**config.mk**
```make
export PLATFORM = sky130hd
export DESIGN_NAME = instr_switch_decoder
export DESIGN_NICKNAME = d
export VERILOG_FILES = /design/src/rtl/instr_switch_decoder.sv
export SDC_FILE = /design/constraint.sdc
export NUM_CORES = 1
export LEC_CHECK = 0
export CORE_AREA = 2 2 83 85
export CTS_BUF_LIST = sky130_fd_sc_hd__clkbuf_8
export DETAILED_ROUTE_END_ITERATION = 10
export DIE_AREA = 0 0 85 87
export GPL_ROUTABILITY_DRIVEN = 0
export GPL_TIMING_DRIVEN = 0
export PLACE_DENSITY = 0.92
export RECOVER_POWER = 100
export SKIP_CTS_REPAIR_TIMING = 1
export SLEW_MARGIN = 10
export SYNTH_ARGS = -nofsm -noshare
export SYNTH_HDL_FRONTEND = slang
export SYNTH_SLANG_ARGS = --single-unit
```
**constraint.sdc**
```tcl
create_clock -name clk -period 3.7 [get_ports clk]
set_clock_uncertainty 0.15 [all_clocks]
set_input_delay 0.925 -clock clk [delete_from_list [all_inputs] [get_ports clk]]
set_output_delay 0.925 -clock clk [all_outputs]
set_load 0.01 [all_outputs]
```
**src/rtl/instr_switch_decoder.sv**
```systemverilog
`default_nettype none
// +----------------------------------------------------------------------------+
// | Module  : instr_switch_decoder                                             |
// | Brief   : 2-stage valid/ready decoder from switch-encoder instruction words |
// |           back to the 15-bit switch code, with decode/error statistics.    |
// |           Optional build macro SWDEC_DROP_ERR_EN suppresses error words.   |
// | Rev     : 1.0                                                              |
// +----------------------------------------------------------------------------+
module instr_switch_decoder (
  input  logic        clk,
  input  logic        rst,
  input  logic        in_valid,
  output logic        in_ready,
  input  logic [31:0] in_instr,
  output logic        out_valid,
  input  logic        out_ready,
  output logic [14:0] out_code,
  output logic        out_nop,
  output logic        out_err,
  input  logic        clr,
  output logic [15:0] dec_count,
  output logic [7:0]  err_count,
  output logic        err_sticky
);

`ifdef SWDEC_DROP_ERR_EN
  localparam logic DROP_ERR = 1'b1;
`else
  localparam logic DROP_ERR = 1'b0;
`endif

  localparam logic [5:0]  OP_SPECIAL = 6'b000000;
  localparam logic [5:0]  OP_ADDI    = 6'b001000;
  localparam logic [5:0]  OP_ORI     = 6'b001001;
  localparam logic [5:0]  OP_ANDI    = 6'b001100;
  localparam logic [5:0]  OP_XORI    = 6'b001110;
  localparam logic [5:0]  OP_LUI     = 6'b001111;
  localparam logic [15:0] LOW_ADD    = 16'h7820;
  localparam logic [15:0] LOW_NOR    = 16'h7827;
  localparam logic [4:0]  REG_FIXED  = 5'd15;

  typedef struct packed {
    logic [14:0] code;
    logic        nop;
    logic        err;
  } dec_t;

  function automatic dec_t decode(input logic [31:0] w);
    logic [5:0]  op;
    logic [4:0]  rs;
    logic [4:0]  rt;
    logic [4:0]  rd;
    logic [4:0]  shamt;
    logic [5:0]  funct;
    logic [15:0] imm;
    logic        i_ok;
    logic        r_ok;
    dec_t        r;
    op    = w[31:26];
    rs    = w[25:21];
    rt    = w[20:16];
    rd    = w[15:11];
    shamt = w[10:6];
    funct = w[5:0];
    imm   = w[15:0];
    r.code = 15'd0;
    r.nop  = 1'b0;
    r.err  = 1'b0;
    // Immediate forms always target $15 with a byte-sized immediate.
    i_ok = (rt == REG_FIXED) && !rs[4] && (imm[15:8] == 8'd0);
    r_ok = (op == OP_SPECIAL) && !rs[4] && !rt[4];
    if (w == 32'd0) begin
      r.nop = 1'b1;
    end else if (op == OP_ADDI && i_ok) begin
      r.code = {3'b000, rs[3:0], imm[7:0]};
    end else if (r_ok && imm == LOW_ADD) begin
      r.code = {3'b001, rs[3:0], rt[3:0], 4'b0000};
    end else if (op == OP_SPECIAL && rs == 5'd0 && rd == REG_FIXED &&
                 funct == 6'd0 && !rt[4]) begin
      r.code = {3'b010, rt[3:0], shamt, 3'b000};
    end else if (op == OP_ANDI && i_ok) begin
      r.code = {3'b011, rs[3:0], imm[7:0]};
    end else if (op == OP_ORI && i_ok) begin
      r.code = {3'b100, rs[3:0], imm[7:0]};
    end else if (r_ok && imm == LOW_NOR) begin
      r.code = {3'b101, rs[3:0], rt[3:0], 4'b0000};
    end else if (op == OP_XORI && i_ok) begin
      r.code = {3'b110, rs[3:0], imm[7:0]};
    end else if (op == OP_LUI && i_ok && rs == 5'd0) begin
      r.code = {3'b111, 4'b0000, imm[7:0]};
    end else begin
      r.err = 1'b1;
    end
    return r;
  endfunction

  logic        s1_valid_q, s1_valid_d;
  logic [31:0] s1_instr_q, s1_instr_d;
  logic        out_valid_q, out_valid_d;
  logic [14:0] out_code_q, out_code_d;
  logic        out_nop_q, out_nop_d;
  logic        out_err_q, out_err_d;
  logic [15:0] dec_count_q, dec_count_d;
  logic [7:0]  err_count_q, err_count_d;
  logic        err_sticky_q, err_sticky_d;

  logic        adv;
  logic        err_load;
  dec_t        s1_dec;

  always_comb begin
    adv          = !out_valid_q || out_ready;
    s1_dec       = decode(s1_instr_q);
    err_load     = adv && s1_valid_q && s1_dec.err;

    s1_valid_d   = s1_valid_q;
    s1_instr_d   = s1_instr_q;
    out_valid_d  = out_valid_q;
    out_code_d   = out_code_q;
    out_nop_d    = out_nop_q;
    out_err_d    = out_err_q;
    dec_count_d  = dec_count_q;
    err_count_d  = err_count_q;
    err_sticky_d = err_sticky_q;

    // Both stages move together, so a stall never drops or repeats a word.
    if (adv) begin
      s1_valid_d  = in_valid;
      if (in_valid) begin
        s1_instr_d = in_instr;
      end
      out_valid_d = s1_valid_q && !(DROP_ERR && s1_dec.err);
      if (s1_valid_q) begin
        out_code_d = s1_dec.code;
        out_nop_d  = s1_dec.nop;
        out_err_d  = s1_dec.err;
      end
    end

    if (clr) begin
      dec_count_d  = 16'd0;
      err_count_d  = 8'd0;
      err_sticky_d = 1'b0;
    end else begin
      if (out_valid_q && out_ready) begin
        dec_count_d = dec_count_q + 16'd1;
      end
      if (err_load) begin
        err_sticky_d = 1'b1;
        if (err_count_q != 8'hFF) begin
          err_count_d = err_count_q + 8'd1;
        end
      end
    end
  end

  always_ff @(posedge clk) begin
    if (rst) begin
      s1_valid_q   <= 1'b0;
      s1_instr_q   <= 32'd0;
      out_valid_q  <= 1'b0;
      out_code_q   <= 15'd0;
      out_nop_q    <= 1'b0;
      out_err_q    <= 1'b0;
      dec_count_q  <= 16'd0;
      err_count_q  <= 8'd0;
      err_sticky_q <= 1'b0;
    end else begin
      s1_valid_q   <= s1_valid_d;
      s1_instr_q   <= s1_instr_d;
      out_valid_q  <= out_valid_d;
      out_code_q   <= out_code_d;
      out_nop_q    <= out_nop_d;
      out_err_q    <= out_err_d;
      dec_count_q  <= dec_count_d;
      err_count_q  <= err_count_d;
      err_sticky_q <= err_sticky_d;
    end
  end

  // Held high through reset so the producer never sees a spurious stall.
  assign in_ready   = adv || rst;
  assign out_valid  = out_valid_q;
  assign out_code   = out_code_q;
  assign out_nop    = out_nop_q;
  assign out_err    = out_err_q && !DROP_ERR;
  assign dec_count  = dec_count_q;
  assign err_count  = err_count_q;
  assign err_sticky = err_sticky_q;

endmodule
`default_nettype wire

```
==> impl_results.md <==
* Crit path from: rst
* Hold depth at 2
* Die Span X at 85 microns
* Slew margin rel. at 30.12%
* Most frequent cells in the layout: nand2_1 (89), dfxtp_1 (76), a21oi_1 (49)
* Number of fillers in the final layout at approximately 520
* Power density over the cells at 369.3 nW/um^2
* Most common cell after layout, fill and taps aside: nand2_1
* Met2 WL at approximately 4500 microns
* CTS Root Cell: clkbuf_8
* Post-route minimum period at ~3.6 ns
* Routed wire per std cell at around 15 microns
* Clock transition at path regs at roughly 0.070 ns
* Flops & latches, synth at 76
* Syn avg cell area at 8.148 sq um
* Leading area contributor after synthesis: dfxtp_1
* Crit Path Class: in2out
* Worst endpoint required time at between 2 and 3 ns
* Dpl ws at -0.01991 ns
* Startpoint class of the critical path: input pin
* Unrepaired setup endpoints after global routing: no
* Final ANT Viol Nets at 0
* Unique cell type count in the Yosys netlist at 53
* Wl on met1 at approximately 3700 microns
* Crit path DAT at 2.50 ns
* H-tree lvl count at 3
* Top-area cell type share of the netlist area at 44.04%
* Largest net degree at the start of global routing at 13
* Largest cells by area after synthesis: dfxtp_1 (44%), nand2_1 (9.7%), a21oi_1 (7.1%), nor2_1 (3.9%), and3_1 (2.2%)
* Via Count at between 3,000 and 4,000
* Core Rows at 30
* First-pass GRT wire length at around 15,000 microns
* Syn_nets at 463
* HP Class: reg2reg
* Ys flop type: dfxtp_1
* Total track usage at 24.73%
* CTS tree: done
* Area Growth Syn to Fin at 31.33%
* Worst Setup End Kind: primary output
* Cells after Synth at between 400 and 500
* I/O Buffers at 80
* Crit path max fanout at 10
* Syn. warnings at 0
* Actual slew at the worst max-slew pin at 1.039 ns
* Number of synthesized flops with an enable pin at 0
* Clock Latency Late Sink at 0.35 ns
* Starting density of the core at 52.59%
* R2r worst-path depth at 7
* Final core occ at 69.07%
* GRT overflow at 0
* Fraction of layout cells with a size suffix above 1 at 5.385%
* Final Cycle Share at 96.57%
* Worst VDD drop at 253.9 uV
* CTS Buffer Depth at 2
* Via density at approximately 5.8
* FF-to-FF End: out_code[11]
* Vias in the first global route at 3,148
* Initial antenna violation count at 0
* Core area at about 6600 sq um
* Post-synthesis sequential area ratio at 44.04%
* Worst reg-to-reg setup slack at between 0.6 and 0.7 ns
* Total CTS buffers at 9
* Final-report hold violation count at 0
* Diodes inserted at 0
* Final Total Pwr at 1.675 mW
* Outcome: finished, final reports clean
* DRC errors left at 0
* Die H at approximately 87 microns
* Dpl hpwl at 6758 microns
* Fin nets at 554
* Die area at 7395 sq um
* Final Max Slew Viols at 0
* Async set-or-reset flop fraction in the synthesized netlist at 0%
* Clock sink count at 76
* Initial DRC Count at roughly 200
* Met3 routed WL at 630 microns
* # setup viols final at 0
* Final setup margin at 0.1270 ns
* DRT Wirelength at 9052 microns
* Detailed-router iteration count before antenna repair at 6
* Top-level port count at 81
* Critical path endpoint: in_ready
* DR top layer: met4
* Reg2Reg Launch Point: s1_instr_q[28]
* Synthesized cell area at 3455 sq um
* Fmax at 279.9 MHz
* Leak at 1.820 nW
* Reported max-cap violation count at 0
==> area by class of cell <==
type / instances / area, sq um / share of cell area, %
repair buffers: 80 / 800.8 / 17.65
flip-flops and latches: 76 / 1521 / 33.54
inverters: 5 / 18.77 / 0.4137
well taps: 80 / 100.1 / 2.206
clock buffers: 11 / 151.4 / 3.337
plain buffers: 19 / 80.08 / 1.765
clock inverters: 5 / 51.30 / 1.131
multi-input cells: 324 / 1813 / 39.96
==> logic make-up (layout without fill, tap and decap cells) <==
family	after synthesis	in the layout	share of synthesized area, %
multiplexers	4	4	1.159
XOR/XNOR	13	13	3.296
adder cells (fa/ha/maj)	2	2	0.7243
buffers and inverters	24	120	3.042
flip-flops	76	76	44.04
AND/OR/NAND/NOR	214	214	30.68
AO/OA/AOI/OAI	91	91	17.06
==> synthesized netlist by cell type (2+ instances only) <==
cell type and number:
a211o_1 4, a21oi_1 49, a221o_1 2, a22oi_1 6, a31oi_1 2, and2_1 10, and3_1 12, and4_1 4
buf_6 2, clkbuf_1 16, dfxtp_1 76, ha_1 2, inv_1 5, mux2i_1 4, nand2_1 89, nand2b_1 6
nand3_1 9, nand4_1 7, nor2_1 36, nor2b_1 2, nor3_1 9, nor4_1 6, o2111ai_1 2, o211ai_1 2
o21ai_0 8, o31ai_1 3, or2_2 2, or3_1 8, or4_1 6, xnor2_1 6, xor2_1 7
==> registers in the layout, indices dropped and copies added (netlist names) <==
register	cells
out_nop	1
err_count	8
dec_count	16
s1_instr_q	32
out_err	1
out_valid	1
s1_valid_q	1
err_sticky	1
out_code	15
==> worst max-delay path, cell delays in order <==
cell	delay, ns
clkdlybuf4s50_1	0.59
clkbuf_2	0.30
nand2b_1	0.14
clkdlybuf4s50_1	0.54
==> where the power goes <==
part           total, mW  internal [mW]  switching (mW)
combinational      0.177         0.0793          0.0975
clock              0.629          0.343           0.286
sequential         0.869          0.842          0.0271
==> metal layers <==
metal  vias to the layer above  global-route usage, %
li1                       1691                      -
met1                      1583                  29.67
met2                       147                  41.76
met3                        29                  5.308
met4                         0                  12.84
met5                         -                      0
==> metrics by stage <==
step                instances  cell area [sq um]  hold slack, ns  setup TNS [ns]
finish                    600               4537          0.3058               0
global route              600               4537          0.3350               0
CTS                       600               4563          0.3115        -0.01448
floorplan                 424               3455          0.2946               0
global placement          584               4355          0.2942         -0.4614
detailed placement        584               4360          0.3012        -0.01991
==> how the worst min path moves through the flow <==
stage,start,to,slack (ns)
finish,out_code[12],out_code[12],0.31
global route,out_code[12],out_code[12],0.33
CTS,out_code[12],out_code[12],0.31
global placement,out_code[12],out_code[12],0.29
floorplan,s1_instr_q[15],s1_instr_q[15],0.29
detailed placement,out_code[12],out_code[12],0.30
Power figures use the tool's default switching activity.
